<file path="src/rtl/cdc_req_ack_tx.sv">
// TX-side sender of the req/ack CDC path: captures one word, holds it on
// o_data and runs a 4-phase level handshake against the synchronized ack.
module cdc_req_ack_tx #(
    parameter int          WIDTH       = 4,
    parameter int          SYNC_STAGES = 2,
    parameter int unsigned TIMEOUT     = 1024
) (
    input  logic             i_clk_tx,
    input  logic             i_rst_n,
    input  logic             i_valid,
    input  logic [WIDTH-1:0] i_data,
    output logic             o_ready,
    output logic             o_req,
    output logic [WIDTH-1:0] o_data,
    input  logic             i_ack,
    output logic             o_busy,
    output logic             o_done,
    output logic             o_timeout
);

    localparam int CW = (TIMEOUT > 0) ? $clog2(TIMEOUT + 1) : 1;
    localparam bit TMO_EN = (TIMEOUT != 0);
    localparam logic [CW-1:0] CNT_LAST =
        CW'((TIMEOUT == 0) ? 0 : TIMEOUT - 1);

    typedef enum logic [1:0] {
        IDLE     = 2'd0,
        REQ      = 2'd1,
        WAIT_LOW = 2'd2
    } state_t;

    state_t                 state, state_nx;
    logic [CW-1:0]          cnt, cnt_nx;
    logic                   tmo, tmo_nx;
    logic                   req_nx, done_nx, to_nx;
    logic [WIDTH-1:0]       data_nx;
    logic [SYNC_STAGES-1:0] ack_q;
    logic                   ack_s;

    // i_ack is asynchronous; only the last synchronizer stage is consumed
    always_ff @(posedge i_clk_tx or negedge i_rst_n) begin
        if (!i_rst_n) begin
            ack_q <= '0;
        end else begin
            ack_q <= {ack_q[SYNC_STAGES-2:0], i_ack};
        end
    end

    assign ack_s   = ack_q[SYNC_STAGES-1];
    assign o_ready = (state == IDLE) && !ack_s;
    assign o_busy  = (state != IDLE);

    always_comb begin
        state_nx = state;
        cnt_nx   = cnt;
        tmo_nx   = tmo;
        req_nx   = o_req;
        data_nx  = o_data;
        done_nx  = 1'b0;
        to_nx    = 1'b0;
        unique case (state)
            IDLE: begin
                cnt_nx = '0;
                if (i_valid && o_ready) begin
                    data_nx  = i_data;
                    req_nx   = 1'b1;
                    state_nx = REQ;
                end
            end
            REQ: begin
                // ack is checked first so it wins a tie with the timeout
                if (ack_s) begin
                    req_nx   = 1'b0;
                    state_nx = WAIT_LOW;
                end else if (TMO_EN && cnt == CNT_LAST) begin
                    to_nx    = 1'b1;
                    req_nx   = 1'b0;
                    tmo_nx   = 1'b1;
                    state_nx = WAIT_LOW;
                end else begin
                    cnt_nx = cnt + 1'b1;
                end
            end
            WAIT_LOW: begin
                if (!ack_s) begin
                    state_nx = IDLE;
                    tmo_nx   = 1'b0;
                    done_nx  = !tmo;
                end
            end
            default: begin
                state_nx = IDLE;
                req_nx   = 1'b0;
            end
        endcase
    end

    always_ff @(posedge i_clk_tx or negedge i_rst_n) begin
        if (!i_rst_n) begin
            state     <= IDLE;
            cnt       <= '0;
            tmo       <= 1'b0;
            o_req     <= 1'b0;
            o_data    <= '0;
            o_done    <= 1'b0;
            o_timeout <= 1'b0;
        end else begin
            state     <= state_nx;
            cnt       <= cnt_nx;
            tmo       <= tmo_nx;
            o_req     <= req_nx;
            o_data    <= data_nx;
            o_done    <= done_nx;
            o_timeout <= to_nx;
        end
    end

endmodule
</file>
<file path="config.mk">
export PLATFORM = sky130hd
export DESIGN_NAME = cdc_req_ack_tx
export DESIGN_NICKNAME = d
export VERILOG_FILES = /design/src/rtl/cdc_req_ack_tx.sv
export SDC_FILE = /design/constraint.sdc
export NUM_CORES = 1
export LEC_CHECK = 0
export ABC_CLOCK_PERIOD_IN_PS = 1640
export CAP_MARGIN = 10
export CORE_MARGIN = 2
export CORE_UTILIZATION = 30
export DETAILED_ROUTE_END_ITERATION = 16
export SYNTH_ARGS = -nofsm -noshare
export SYNTH_HDL_FRONTEND = slang
export SYNTH_SLANG_ARGS = --single-unit
</file>
<file path="constraint.sdc">
create_clock -name i_clk_tx -period 1.64 [get_ports i_clk_tx]
set_input_delay 0.164 -clock i_clk_tx [delete_from_list [all_inputs] [get_ports i_clk_tx]]
set_output_delay 0.164 -clock i_clk_tx [all_outputs]
set_load 0.05 [all_outputs]
</file>
==> summary.txt, run 1 <==
Power and ir drop
  • Pwr/cell area: 964 nW/um^2
  • Peak VDD IR: 0.351 mV
  • Overall power: 1.44 mW
  • Leak: 0.609 nW

Clock tree
  • Htree depth: 1
  • Clock Latency Late Sink: 260 ps
  • # clock sinks: 23
  • CTS tree: yes
  • Worst-path clk slew: 80 ps
  • Clock tree buffer depth: 2
  • CTS Buf Count: 3
  • Root Driver: clkbuf_8

Routing
  • Vias per Instance: 5.12
  • Residual DRC: 0
  • Vias: 952
  • DR pass1 iterations: 4
  • Final WL: 2.38 mm
  • Initial drt markers: 56
  • Post-route ant nets: 0
  • Average wire per standard cell: 12.8 um

Logic synthesis
  • Adder-cell share of the synthesized area: 0.0112
  • Sequential area share after synthesis: 0.515
  • Ys flop type: dfrtp_1
  • Syn Std Cell Area: 1120 sq um
  • Synth cell types: 37
  • Post-Synth XOR/XNOR Area: 0
  • Flops & latches, synth: 23
  • Largest family of logic cells by synthesized area: simple AND/OR/NAND/NOR gates
  • Simple-gate share of the synthesized area: 0.218
  • Synthesized area per cell: 10.2 sq um
  • Mux cell area share after synthesis: 0.0582
  • Synth Area in Compound Gates: 0.160
  • Synth warn: 0
  • Post-synth EDFFs: 0
  • Mapped Cells: 110
  • Syn nets: 119
  • Post-synth ARST share: 1.00

Worst setup path
  • Worst setup path endpoint: cnt[4]
  • RR Startpoint: cnt[1]
  • CP Class: flop to flop
  • Maximum fanout along the worst path: 4
  • Slowest stage delay, CP: 410 ps
  • Worst R2R Path Depth: 7
  • Reg-to-reg slack, setup: 70 ps
  • Slowest-stage cell, CP: dfrtp_1
  • Setup crit start kind: flop
  • Most used cell, CP: buf_4
  • Worst-path cell chain: ha_4 > buf_4 > nand4b_1 > buf_4 > a31oi_1 > mux2i_1 > o22ai_1
  • Crit. End Element: flop
  • Crit path required time: 1790 ps
  • Crit. Startpoint: cnt[1]
  • Worst EP arrival: 1720 ps
  • FF-to-FF End: cnt[4]

Floorplan
  • Core Area: 3630 sq um
  • Starting Density: 0.308
  • Die Width: 65.1 um
  • Die height: 65.1 um
  • Std-Cell Rows: 22
  • IO Pins: 17
  • DIE AREA: 4230 sq um

Global routing
  • First-pass GRT wire length: 3.91 mm
  • Initial antenna violation count: 0
  • Tot GR Track Use: 0.118
  • Pin count of the biggest net entering global routing: 24
  • Number of global-route vias before repair: 867
  • Congestion Overflow GR: 0

Cells and area
  • Layout cell share with drive strength beyond 1: 0.254
  • P&R area growth vs syn: 33.7%
  • Fin area: 1500 sq um
  • # diodes: 0
  • Net total in the final layout: 148
  • Fill cells: 367

STA
  • Clock skew: 3.85 ps
  • Setup TNS Final: 0 ps
  • Fin. max-slew vios: 0
  • Worst-margin pin slew: 489 ps
  • Worst slew margin relative to its limit: 0.673
  • Final worst setup slack: 70.0 ps
  • FMAX: 0.637 GHz
  • # setup viols final: 0
  • RSZ-0062 raised after global routing: yes
  • Final hold violations: 0
  • Tcrit/Tclk final: 0.957
  • Worst hold margin: 251 ps
  • Minimum clock period after layout: 1570 ps

Run status
  • Outcome: completed

Placed design
  • Post-Place Setup Slack: 30.5 ps
  • Hpwl dp: 1.68 mm
  • PortBufs: 16
  • DP Area: 1390 sq um
  • GP Congestion: 0.849

Worst hold path
  • Tightest Hold Check Type: input pin to async pin

Job
  • Max-cap violations: 0
[logic make-up (layout without fill, tap and decap cells)]
logic type / after synthesis / count (layout)
AOI/OAI and AO/OA: 26 / 26
adders and majority gates: 1 / 1
buffers and inverters: 9 / 37
DFF: 23 / 23
muxes: 6 / 6
and+or+nand+nor: 45 / 45
[flip-flops by register name, summed over array words and instances (netlist names)]
register	count
cnt	11
o_data	4
ack_q	2
state	2
o_done	1
o_req	1
o_timeout	1
tmo	1
[synth_stat cells (2+ instances only)]
master	count	area share
mux2i_1	2	0.018
o311ai_0	2	0.016
nor3_1	2	0.0089
clkbuf_1	2	0.0067
nand2_1	14	0.047
or4_1	3	0.020
inv_1	5	0.017
o21ai_0	3	0.013
nor2_1	6	0.020
a21oi_1	5	0.022
nand3_1	7	0.031
mux2_2	4	0.040
o21a_1	2	0.013
o211ai_1	3	0.020
nand4b_1	2	0.016
o22ai_1	3	0.017
a31oi_1	3	0.017
dfrtp_1	23	0.51
[layout make-up]
class / count / area, sq um / share of cell area
Tap cell: 48 / 60.1 / 0.0402
Multi-Input combinational cell: 78 / 538 / 0.360
Clock buffer: 4 / 45.0 / 0.0301
Sequential cell: 23 / 576 / 0.385
Timing Repair Buffer: 28 / 258 / 0.172
Inverter: 5 / 18.8 / 0.0126
[routing by layer]
layer | track usage | vias to the layer above | share of wire
li1 | - | 465 | -
met1 | 0.145 | 470 | 0.47
met2 | 0.197 | 13 | 0.49
met3 | 0.0347 | 4 | 0.031
met4 | 0.0443 | 0 | 0.011
met5 | 0 | - | 0
[critical path: cells and delay by family, from the launching register on]
family          cells  cell delay, ps
compound gates      2             280
flops               1             410
fa+ha+maj           1             170
simple gates        1             120
buf+inv             2             260
mux                 1             210
[placed cells by master (no fill, tap or decap), drive strengths merged, types with 3 or more instances in the layout]
cell type / count
a31oi: 3
clkdlybuf4s50: 9
nand3: 7
a21oi: 5
o211ai: 4
nor3: 3
buf: 19
inv: 5
mux2: 4
clkbuf: 4
dfrtp: 23
o22ai: 3
nor2: 6
o21ai: 3
nand2: 15
or4: 3
[worst min path at each step]
stage,slack (ps),to,startpoint,cells past startpoint
after global placement,340,ack_q[1],ack_q[0],0
after CTS,270,o_req,i_rst_n,2
after detailed placement,350,ack_q[1],ack_q[0],0
after global routing,300,o_req,i_rst_n,2
final,250,o_req,i_rst_n,2
after floorplan,-130,ack_q[0],i_rst_n,0
[power by group]
part	leakage (nW)	total [mW]	internal, mW	switching (mW)
logic	0.284	0.450	0.170	0.279
registers	0.302	0.647	0.615	0.0316
clock network	0.0228	0.345	0.173	0.171
[stage by stage]
stage | std cells | util
floorplan | 110 | -
global placement | 177 | 0.382
detailed placement | 177 | 0.382
CTS | 181 | 0.394
global route | 186 | 0.412
finish | 186 | 0.412
[repair_timing]
action                     4_1_cts  5_1_grt
setup endpoints to repair        0        8
hold buffers                     0        0
buffers inserted                 0        5
gates resized for setup          0        6
(Power assumes the default switching activity.)
==> run 2: changes to the inputs <==
Settings changed: CORE_UTILIZATION 30 to 40.
==> run 2 against run 1 <==
Against the previous run: cell area fell by 0.59%; clock skew rose by 1.2 ps; routed wire length is 8.6% higher; the flow now finishes with violations (negative setup slack); sequential share of layout area up 0.31 points; sequential cell count stayed put; register-to-register slack worse by 80 ps; hold slack worse by 65 ps; fmax shrank 4.7%; global-route usage rose by 4.5 points; critical endpoint is now state[0]; count of clock-buffer cells in the layout decreased by 1.
==> summary.txt, run 2 (synthesis results as in run 1) <==
STA
  • Tcrit/Tclk final: 1.00 (+0.0468)
  • # setup viols final: 2 (+2)
  • Fin. max-slew vios: 0 (unchanged)
  • FMAX: 0.607 GHz (-4.7%)
  • Worst-margin pin slew: 502 ps (+12.9 ps)
  • Final worst setup slack: -6.74 ps (-76.7 ps)
  • Final hold violations: 0 (unchanged)
  • Worst hold margin: 186 ps (-64.9 ps)
  • Clock skew: 5.03 ps (+1.18 ps)
  • Setup TNS Final: -7.54 ps (-7.54 ps)
  • Worst slew margin relative to its limit: 0.665 (-0.00812)
  • RSZ-0062 raised after global routing: yes
  • Minimum clock period after layout: 1650 ps (+76.7 ps)

Cells and area
  • Fill cells: 256 (-30%)
  • Most flop-heavy register: cnt
  • Most frequent cells in the layout: dfrtp_1, nand2_1, buf_4, clkdlybuf4s50_1, nand3_1
  • Largest regs: cnt x11, o_data x4
  • Net total in the final layout: 149 (+0.68%)
  • P&R area growth vs syn: 32.9%
  • Max reg flops: 11 (unchanged)
  • Commonest non-fill, non-tap cell in the layout: dfrtp_1
  • Non-Filler Instances: 170 (-8.6%)
  • # diodes: 0 (unchanged)
  • Layout cell share with drive strength beyond 1: 0.259 (+0.00537)
  • Final core utilization: 0.548 (+0.137)

Power and ir drop
  • Peak VDD IR: 0.764 mV (+120%)
  • Pwr/cell area: 915 nW/um^2 (-5.1%)
  • Leak: 0.667 nW (+9.6%)

Run status
  • Outcome: complete, but fails checks
  • Failing checks: negative setup slack

Routing
  • Post-route ant nets: 0 (unchanged)
  • Average wire per standard cell: 15.2 um (+19%)
  • Final WL: 2.58 mm (+8.6%)
  • Initial drt markers: 29 (-48%)
  • Residual DRC: 0 (unchanged)
  • DR pass1 iterations: 4 (unchanged)
  • Vias: 1013 (+6.4%)
  • Vias per Instance: 5.96 (+16%)

Worst setup path
  • Maximum fanout along the worst path: 5 (+1)
  • CP Class: flop to flop
  • Slowest stage delay, CP: 450 ps (+40 ps)
  • Crit path required time: 1850 ps (+60 ps)
  • Setup crit start kind: flop
  • Slowest-stage cell, CP: dfrtp_1
  • Worst EP arrival: 1860 ps (+140 ps)
  • Worst-path cell chain: ha_4 > nand4b_1 > buf_4 > nor3_4 > buf_6 > o21a_1 > nor3_1
  • Crit. End Element: flop

Clock tree
  • CTS tree: yes
  • Clock tree buffer depth: 2 (unchanged)
  • Hold-fix buffers, CTS: 0 (unchanged)
  • Htree depth: 1 (unchanged)
  • # clock sinks: 23 (unchanged)
  • Worst-path clk slew: 130 ps (+50 ps)
  • Root Driver: clkbuf_4
  • Clock Latency Late Sink: 310 ps (+50 ps)
  • CTS Buf Count: 3 (unchanged)

Placed design
  • Post-Place Setup Slack: -2.49 ps (-33.0 ps)
  • PortBufs: 16 (unchanged)
  • Hpwl dp: 1.75 mm (+4.7%)
  • Placed insts: 160 (-9.6%)
  • GP Congestion: 0.884 (+4.1%)

Global routing
  • First-pass GRT wire length: 4.13 mm (+5.5%)
  • Congestion Overflow GR: 0 (unchanged)
  • Pin count of the biggest net entering global routing: 24 (unchanged)
  • Number of global-route vias before repair: 943 (+8.8%)
  • Tot GR Track Use: 0.163 (+0.0446)
  • Initial antenna violation count: 0 (unchanged)

Floorplan
  • DIE AREA: 3240 sq um (-24%)
  • Die height: 56.9 um (-13%)
  • Core Area: 2710 sq um (-25%)
  • Starting Density: 0.413 (+0.105)
  • Std-Cell Rows: 19 (-14%)
  • Die Width: 56.9 um (-13%)
  • IO Pins: 17 (unchanged)

Job
  • Max-cap violations: 0 (unchanged)

Worst hold path
  • Tightest Hold Check Type: input pin to async pin
==> run 2: final cells by class <==
cell class	count	area, sq um	share of cell area
timing repair buffer	29	279	0.188
tap	31	38.8	0.0261
multi-input combinational	78	543	0.365
clock buffer	3	22.5	0.0152
clock inverter	1	7.51	0.00505
inverter	5	18.8	0.0126
sequential	23	577	0.388
==> run 2: what timing repair did <==
item / 4_1_cts / 5_1_grt
resized for setup: 5 / 11
setup buffers: 2 / 4
pin swaps: 2 / 7
endpoints found under the hold margin: 0 / 0
setup endpoints to repair: 8 / 13
==> run 2: final timing paths <==
kind	from	to	slack [ps]	cells past startpoint
worst max-delay path	cnt[0]	state[0]	-7	7
worst min-delay path	i_rst_n	o_data[0]	190	2
worst max register to register	cnt[0]	state[0]	-7	7
worst min register to register	ack_q[0]	ack_q[1]	370	0
max in group asynchronous	i_rst_n	cnt[1]	1200	2
min in group i_clk_tx	i_ack	ack_q[0]	270	1
==> run 2: critical path: cells and delay by family, from the launching register on <==
family	cells	cell delay [ps]
AOI/OAI and AO/OA	1	100
adders and majority gates	1	180
buffers and inverters	2	360
DFF	1	450
and+or+nand+nor	3	460
==> run 2: report_power, final <==
group | internal [mW] | switching, mW | leakage, nW
Combinational | 0.163 | 0.284 | 0.353
Clock | 0.0930 | 0.177 | 0.0139
Sequential | 0.615 | 0.0267 | 0.300
==> run 2: layer usage <==
layer / global-route usage / vias to the layer above / wire [um]
met3: 0.0323 / 4 / 120
met5: 0 / - / 0
li1: - / 472 / -
met2: 0.276 / 34 / 1320
met4: 0.0631 / 0 / 25
met1: 0.203 / 503 / 1120
==> run 2: stage by stage <==
step / area, sq um / power, mW
after floorplan: 1140 / 0.937
after CTS: 1420 / 1.36
after global routing: 1490 / 1.43
after detailed placement: 1380 / 1.11
after global placement: 1380 / 1.11
final: 1490 / 1.36
==> run 3: changes to the inputs <==
Settings changed: CAP_MARGIN 10 to 40, TNS_END_PERCENT set to 10.
==> run 3 against run 2 <==
Against the previous run: the flow now finishes without violations; cell area down 1.9%; die area unchanged; total power up 0.11%; worst setup slack better by 30 ps; routed wire length down 0.93%; largest power group unchanged.
==> summary.txt, run 3 (synthesis results as in run 1) <==
Run status
  • Outcome: completed

Cells and area
  • Layout cell share with drive strength beyond 1: 0.226 (-0.0327)
  • Fill cells: 247 (-3.5%)
  • # diodes: 0 (unchanged)
  • P&R area growth vs syn: 30.4%
  • Max reg flops: 11 (unchanged)
  • Largest regs: cnt x11, o_data x4
  • Fin area: 1460 sq um (-1.9%)
  • Area occupied by multi-input gates: 536 sq um (-1.4%)
  • Sequential cell area: 576 sq um (-0.22%)
  • Commonest non-fill, non-tap cell in the layout: dfrtp_1
  • Net total in the final layout: 147 (-1.3%)
  • Most frequent cells in the layout: dfrtp_1, nand2_1, buf_4, nand3_1, clkdlybuf4s50_1
  • Non-Filler Instances: 168 (-1.2%)
  • Final core utilization: 0.538 (-0.0102)
  • Most flop-heavy register: cnt

Global routing
  • Pin count of the biggest net entering global routing: 24 (unchanged)
  • Tot GR Track Use: 0.168 (+0.00473)
  • First-pass GRT wire length: 4.25 mm (+3.0%)
  • Initial antenna violation count: 0 (unchanged)
  • Number of global-route vias before repair: 979 (+3.8%)
  • Congestion Overflow GR: 0 (unchanged)

Power and ir drop
  • Pwr/cell area: 933 nW/um^2 (+2.0%)
  • Peak VDD IR: 0.614 mV (-20%)
  • Leak: 0.656 nW (-1.7%)
  • Overall power: 1.36 mW (+0.11%)

Placed design
  • Placed insts: 160 (unchanged)
  • PortBufs: 16 (unchanged)
  • DP Area: 1380 sq um (unchanged)
  • Hpwl dp: 1.68 mm (-4.2%)
  • GP Congestion: 0.856 (-3.2%)

STA
  • Minimum clock period after layout: 1620 ps (-30.3 ps)
  • Worst-margin pin slew: 508 ps (+6.31 ps)
  • Clock skew: 8.31 ps (+3.28 ps)
  • Final hold violations: 0 (unchanged)
  • Fin. max-slew vios: 0 (unchanged)
  • FMAX: 0.619 GHz (+1.9%)
  • Worst slew margin relative to its limit: 0.661 (-0.00421)
  • # setup viols final: 0 (-2)
  • Tcrit/Tclk final: 0.986 (-0.0185)
  • RSZ-0062 raised after global routing: yes

Routing
  • Vias: 966 (-4.6%)
  • DR pass1 iterations: 4 (unchanged)
  • Final WL: 2.56 mm (-0.93%)
  • Vias per Instance: 5.75 (-3.5%)
  • Average wire per standard cell: 15.2 um (+0.25%)
  • Post-route ant nets: 0 (unchanged)
  • Initial drt markers: 47 (+62%)
  • Residual DRC: 0 (unchanged)

Clock tree
  • Worst-path clk slew: 140 ps (about the same)
  • Clock Latency Late Sink: 320 ps (about the same)
  • Htree depth: 1 (unchanged)
  • CTS tree: yes
  • Root Driver: clkbuf_4
  • CTS Buf Count: 3 (unchanged)
  • Clock tree buffer depth: 2 (unchanged)
  • # clock sinks: 23 (unchanged)

Worst setup path
  • FF-to-FF End: cnt[2]
  • Buf/Inv on CP: 1 (-1)
  • Crit path required time: 1890 ps (+40 ps)
  • Reg-to-reg slack, setup: 20 ps (+30 ps)
  • Critical path depth in cells: 6 (-1)
  • Worst-path cell chain: ha_4 > nand4b_1 > buf_4 > nor3_4 > o21ai_1 > a21oi_1
  • Setup crit start kind: flop
  • Worst EP arrival: 1870 ps (about the same)
  • Top Family by Delay on Critical Path: flip-flops
  • CP Class: flop to flop
  • Slowest stage delay, CP: 440 ps (about the same)
  • Crit. End Element: flop
  • Maximum fanout along the worst path: 6 (+1)
  • RR Startpoint: cnt[1]
  • Worst R2R Path Depth: 6 (-1)
  • Slowest-stage cell, CP: dfrtp_1

Floorplan
  • DIE AREA: 3240 sq um (unchanged)
  • Die Width: 56.9 um (unchanged)
  • Core Area: 2710 sq um (unchanged)
  • Starting Density: 0.413 (unchanged)
  • Std-Cell Rows: 19 (unchanged)
  • IO Pins: 17 (unchanged)
  • Die height: 56.9 um (unchanged)

Worst hold path
  • Tightest Hold Check Type: input pin to async pin

Job
  • Max-cap violations: 0 (unchanged)
## run 3: cell types whose count changed in the layout (fill, tap and decap cells not counted)
cell and change:
buf_4 -1, buf_6 -1, dfrtp_1 +1, dfrtp_2 -1, nand3_1 +1, nand3_2 -1
nor2_1 +1, nor2_2 -1, o21ai_0 -2, o21ai_1 +2, o311ai_0 +2, o311ai_1 -2
## run 3: worst max-delay path by stage
| stage | startpoint | end | slack (ps) |
|---|---|---|---|
| 2_1_floorplan | state[1] | o_data[0] | -140 |
| 3_3_place_gp | cnt[0] | cnt[9] | 90 |
| 3_5_place_dp | cnt[0] | cnt[5] | 5 |
| 4_1_cts | cnt[1] | cnt[5] | 0.3 |
| 5_1_grt | cnt[1] | cnt[2] | -120 |
| 6_report | cnt[1] | cnt[2] | 20 |
## run 3: layout make-up
type | instances | area share
clock buffer | 3 | 0.0154
timing repair buffer | 27 | 0.178
sequential | 23 | 0.395
tap | 31 | 0.0266
multi-input combinational | 78 | 0.367
clock inverter | 1 | 0.00515
inverter | 5 | 0.0129
## run 3: stage by stage
step / hold slack [ps] / setup TNS, ps / setup slack, ps
after global routing: 207 / -401 / -118
final: 180 / 0 / 23.6
after global placement: 341 / 0 / 86.1
after detailed placement: 341 / 0 / 4.90
after floorplan: -132 / -562 / -141
after CTS: 184 / 0 / 0.288
## run 3: where the power goes
group | leakage [nW] | switching (mW) | internal (mW)
Clock | 0.0139 | 0.182 | 0.0931
Combinational | 0.340 | 0.284 | 0.162
Sequential | 0.302 | 0.0246 | 0.615
Total | 0.656 | 0.491 | 0.870
## run 3: worst register-to-register path, stage by stage (launching register included)
cell and delay, ps:
dfrtp_1 440, ha_4 170, nand4b_1 180, buf_4 210, nor3_4 260, o21ai_1 110, a21oi_1 180
## run 3: timing repair
item                                    4_1_cts  5_1_grt
pin swaps                                     1        6
gates cloned                                  0        0
endpoints found under the setup margin        8       13
endpoints found under the hold margin         0        0
gates resized for setup                       4        8
buffers inserted                              1        3
hold buffers                                  0        0
## run 3: per-layer routing
| metal | up-vias | global-route usage | wire length, um | share of wire |
|---|---|---|---|---|
| li1 | 463 | - | - | - |
| met1 | 472 | 0.213 | 1120 | 0.44 |
| met2 | 25 | 0.269 | 1270 | 0.50 |
| met3 | 6 | 0.0253 | 111 | 0.043 |
| met4 | 0 | 0.0963 | 53 | 0.021 |
| met5 | - | 0 | 0 | 0 |
